## src/rtl/vram_arbiter.sv

```systemverilog
// Two-requester VRAM arbiter: display scanout has priority over the CPU, with an optional
// anti-starvation burst limit enabled by defining VRAM_ARB_FAIRNESS_EN.
module vram_arbiter #(
   parameter int unsigned AW        = 16,
   parameter int unsigned DW        = 16,
   parameter int unsigned RD_LAT    = 2,
   parameter int unsigned MAX_BURST = 8
) (
   input  logic          clk_main,
   input  logic          rst,
   input  logic          disp_req,
   input  logic [AW-1:0] disp_addr,
   output logic          disp_gnt,
   output logic          disp_rvalid,
   output logic [DW-1:0] disp_rdata,
   input  logic          cpu_req,
   input  logic          cpu_we,
   input  logic [AW-1:0] cpu_addr,
   input  logic [DW-1:0] cpu_wdata,
   output logic          cpu_gnt,
   output logic          cpu_rvalid,
   output logic [DW-1:0] cpu_rdata,
   output logic          mem_en,
   output logic          mem_we,
   output logic [AW-1:0] mem_addr,
   output logic [DW-1:0] mem_wdata,
   input  logic [DW-1:0] mem_rdata
);

   typedef enum logic [1:0] {
      ST_IDLE,
      ST_DISP,
      ST_CPU
   } state_t;

   state_t state, state_nxt;
   logic   fair_fire;

`ifdef VRAM_ARB_FAIRNESS_EN
   logic [7:0] burst_cnt;

   assign fair_fire = cpu_req && (burst_cnt == 8'(MAX_BURST));

   always_ff @(posedge clk_main or posedge rst) begin
      if (rst) begin
         burst_cnt <= '0;
      end else if (!cpu_req || cpu_gnt) begin
         burst_cnt <= '0;
      end else if (disp_gnt && (burst_cnt < 8'(MAX_BURST))) begin
         burst_cnt <= burst_cnt + 8'd1;
      end
   end
`else
   assign fair_fire = 1'b0;
`endif

   // Grants are forced low while rst is held so nothing is accepted during reset.
   always_comb begin
      disp_gnt  = 1'b0;
      cpu_gnt   = 1'b0;
      state_nxt = ST_IDLE;
      if (!rst) begin
         if (disp_req && !fair_fire) begin
            disp_gnt  = 1'b1;
            state_nxt = ST_DISP;
         end else if (cpu_req) begin
            cpu_gnt   = 1'b1;
            state_nxt = ST_CPU;
         end
      end
   end

   always_ff @(posedge clk_main or posedge rst) begin
      if (rst) begin
         state <= ST_IDLE;
      end else begin
         state <= state_nxt;
      end
   end

   always_ff @(posedge clk_main or posedge rst) begin
      if (rst) begin
         mem_en    <= 1'b0;
         mem_we    <= 1'b0;
         mem_addr  <= '0;
         mem_wdata <= '0;
      end else begin
         mem_en <= disp_gnt || cpu_gnt;
         mem_we <= cpu_gnt && cpu_we;
         if (disp_gnt) begin
            mem_addr <= disp_addr;
         end else if (cpu_gnt) begin
            mem_addr <= cpu_addr;
            if (cpu_we) begin
               mem_wdata <= cpu_wdata;
            end
         end
      end
   end

   // Tag stage 0 is the issue cycle itself: state still names the requester granted last
   // cycle, which is exactly the one whose command is on mem_* now.
   logic              issue_rd;
   logic              issue_cpu;
   logic [RD_LAT-1:0] tag_vld;
   logic [RD_LAT-1:0] tag_cpu;

   assign issue_rd  = mem_en && !mem_we;
   assign issue_cpu = (state == ST_CPU);

   always_ff @(posedge clk_main or posedge rst) begin
      if (rst) begin
         tag_vld <= '0;
         tag_cpu <= '0;
      end else begin
         tag_vld <= RD_LAT'({tag_vld, issue_rd});
         tag_cpu <= RD_LAT'({tag_cpu, issue_cpu});
      end
   end

   assign disp_rvalid = tag_vld[RD_LAT-1] && !tag_cpu[RD_LAT-1];
   assign cpu_rvalid  = tag_vld[RD_LAT-1] &&  tag_cpu[RD_LAT-1];
   assign disp_rdata  = disp_rvalid ? mem_rdata : '0;
   assign cpu_rdata   = cpu_rvalid  ? mem_rdata : '0;

endmodule

```

## config.mk

```make
export PLATFORM = sky130hd
export DESIGN_NAME = vram_arbiter
export DESIGN_NICKNAME = d
export VERILOG_FILES = /design/src/rtl/vram_arbiter.sv
export SDC_FILE = /design/constraint.sdc
export NUM_CORES = 1
export LEC_CHECK = 0
export BUFFER_PORTS_ARGS = -buffer_cell sky130_fd_sc_hd__buf_2
export CORE_MARGIN = 5
export CORE_UTILIZATION = 43
export CTS_CLUSTER_DIAMETER = 150
export CTS_CLUSTER_SIZE = 25
export DETAILED_ROUTE_END_ITERATION = 8
export GPL_TIMING_DRIVEN = 0
export PLACE_DENSITY = 0.88
export SYNTH_ARGS = -nofsm -noshare
export SYNTH_HDL_FRONTEND = slang
export SYNTH_SLANG_ARGS = --single-unit
```

## constraint.sdc

```tcl
create_clock -name clk_main -period 4.9 [get_ports clk_main]
set_input_delay 0 -clock clk_main [delete_from_list [all_inputs] [get_ports clk_main]]
set_output_delay 0 -clock clk_main [all_outputs]
set_load 0.01 [all_outputs]
```

==> flow_summary.json <==
{
  "status": "completed",
  "grt-ovfl-total": 0,
  "rsz0062_at_grt": "false",
  "worst_pin_slew_ns": 0.5033,
  "fin_setup_tns_ns": 0,
  "grt_pass1_vias": 2061,
  "worstPathRequired_ns": 5.12,
  "synth_warnings": 0,
  "final.min_clock_period_ns": 2.121,
  "maxSlewHeadroom": 0.6641,
  "final_core_util": 0.7348,
  "rows": 24,
  "cts_tree": "yes",
  "cts_hold_buffers": 40,
  "gp_congestion": 0.7462,
  "clockRootBuffer": "clkbuf_8",
  "start_util": 0.4368,
  "post-cts-setup-buffers": 0,
  "max-vdd-ir-drop_mv": 0.2999,
  "cp_data_arrival_time_ns": 2.34,
  "drtIter0Drc": 91,
  "dp_cells": 350,
  "die_x_um": 76.05,
  "ys_seq_area_frac": 0.5337,
  "power.density_mw_per_mm2": 297.2,
  "port_buffers": 137,
  "nNetsFinal": 414,
  "synth_area_sq_mm": 0.001876,
  "syn_nets": 229,
  "ys_ff_latch": 40,
  "ctsResizeCount": 0,
  "ant_nets": 0,
  "antenna_found_initial": 0,
  "coreArea_sq_mm": 0.004294,
  "track_usage": 0.2110,
  "synth_top_cell_area_share": 0.5337,
  "via_per_inst": 5.088,
  "die_area_sq_mm": 0.005783,
  "total_power_uw": 937.8,
  "synth.area.top_cells": "dfrtp_1 (53%), mux2_4 (7.2%), o32ai_1 (6.5%), and2_1 (6.0%), and3_1 (5.3%)",
  "synth_cells": 160,
  "fin_cells": 398,
  "grt_pass1_wl_mm": 10.09,
  "slew_violations": 0,
  "yosys.area.top_type": "dfrtp_1",
  "critical_path.endpoint_type": "flip-flop",
  "vias": 2025,
  "yosysUniqueCellTypes": 19,
  "hold_viol": 0,
  "maxCapViolations": 0,
  "crit_type": "input pin to flip-flop",
  "syn_to_final_growth_pct": 68.25,
  "power.leakage_uw": 0.001671,
  "routedWlPerCell_um": 15.40,
  "grt_start_max_net_pins": 37,
  "io_pins": 139,
  "clockBufferDepth": 2,
  "cts_made_buffers": 5,
  "n_antenna_cell": 0,
  "min_period_over_period": 0.4328,
  "drc": 0,
  "finalSetupViolCount": 0,
  "drive_gt1_frac": 0.4942,
  "clock_latency_ns": 0.28,
  "max_freq_mhz": 471.5,
  "clk_pin_slew_worst_paths_ns": 0.07,
  "cts_sinks": 40,
  "hp-class": "input pin to flip-flop",
  "htree_levels": 2,
  "wl_mm": 6.130,
  "critPathLaunchType": "input pin",
  "die_h_um": 76.05,
  "hpwl_mm": 4.079,
  "crit_path_max_fanout": 36,
  "first_pass_iters": 4,
  "synth.avg_cell_area_sq_um": 11.72,
  "skew_ns": 0.004873
}
## area by class of cell
cell class	instances	area, sq um
clock buffers	6	72.57
multi-input cells	105	790.8
flip-flops and latches	40	1001
repair buffers	178	1106
fillers	283	1139
clock inverters	2	35.03
well taps	52	65.06
plain buffers	13	77.57
inverters	2	7.507
## metal layers
metal / track usage / up-vias / part of all wire
met2: 0.3664 / 138 / 0.51
met4: 0.06940 / 0 / 0.025
met3: 0.09220 / 16 / 0.13
met1: 0.2277 / 917 / 0.34
li1: - / 954 / -
met5: 0 / - / 0
## power by group
group / leakage (uW) / internal, uW / switching (uW)
logic: 0.00114 / 146 / 117
clock network: 0.0000552 / 151 / 109
registers: 0.000476 / 382 / 33.6
total: 0.00167 / 678 / 259
## worst paths after layout
| check | from | endpoint | slack, ns | cells past startpoint |
|---|---|---|---|---|
| min reg2reg | tag_vld[0]$_DFF_PP0_ | tag_vld[1]$_DFF_PP0_ | 0.35 | 0 |
| min in group asynchronous | rst | mem_addr[13]$_DFFE_PP0P_ | 0.56 | 4 |
| min | cpu_addr[10] | mem_addr[10]$_DFFE_PP0P_ | 0.02 | 3 |
| max reg2reg | mem_addr[12]$_DFFE_PP0P_ | mem_addr[12]$_DFFE_PP0P_ | 3.53 | 3 |
| max | rst | mem_addr[5]$_DFFE_PP0P_ | 2.78 | 8 |
| max in group asynchronous | rst | tag_cpu[1]$_DFF_PP0_ | 3.85 | 5 |
## registers in the layout (all words and copies together), names as in the netlist
register   count
tag_cpu        2
mem_addr      16
mem_we         1
state          2
tag_vld        2
mem_wdata     16
mem_en         1
## stage by stage
| step | setup slack, ns | cell area [sq um] | hold slack [ns] |
|---|---|---|---|
| 6_report | 2.779 | 3156 | 0.01829 |
| 5_1_grt | 2.607 | 3156 | 0.01412 |
| 4_1_cts | 2.870 | 3156 | 0.0004896 |
| 3_5_place_dp | 3.373 | 2648 | 0.2370 |
| 3_3_place_gp | 2.246 | 2626 | 0.2319 |
| 2_1_floorplan | 2.957 | 1876 | 0.1444 |
## synthesized netlist by cell type (all sizes together)
master / count
dfrtp: 40
and2: 18
and3: 16
mux2: 16
nor2: 16
o22ai: 14
o32ai: 14
clkbuf: 8
buf: 5
nor2b: 3
inv: 2
nand2b: 2
nand3b: 2
o221a: 2
nor3b: 1
or2: 1
## worst max-delay path: stages
cell and delay (ns):
dlygate4sd3_1 0.56, buf_2 0.15, inv_1 0.17, clkbuf_2 0.38, buf_12 0.26, o22ai_1 0.13, nor2_1 0.12, dlygate4sd3_1 0.57
## layout by cell type (no fill, tap or decap), drive strengths merged
master | netlist | routed
dlygate4sd3 | 0 | 40
nor2b | 3 | 3
or2 | 1 | 1
mux2 | 16 | 16
o32ai | 14 | 14
nand2b | 2 | 2
nand3b | 2 | 2
bufinv | 0 | 1
clkinv | 0 | 1
o22ai | 14 | 14
nor2 | 16 | 16
inv | 2 | 2
and3 | 16 | 16
and2 | 18 | 18
nor3b | 1 | 1
dfrtp | 40 | 40
buf | 5 | 143
clkbuf | 8 | 14
o221a | 2 | 2
## cell families (layout without fill, tap and decap cells)
group	count (synthesis)	in the layout	synth area share
AOI/OAI and AO/OA	30	30	0.1241
DFF	40	40	0.5337
muxes	16	16	0.1141
buffers and inverters	15	201	0.04470
and+or+nand+nor	59	59	0.1835
(Power assumes the default switching activity.)
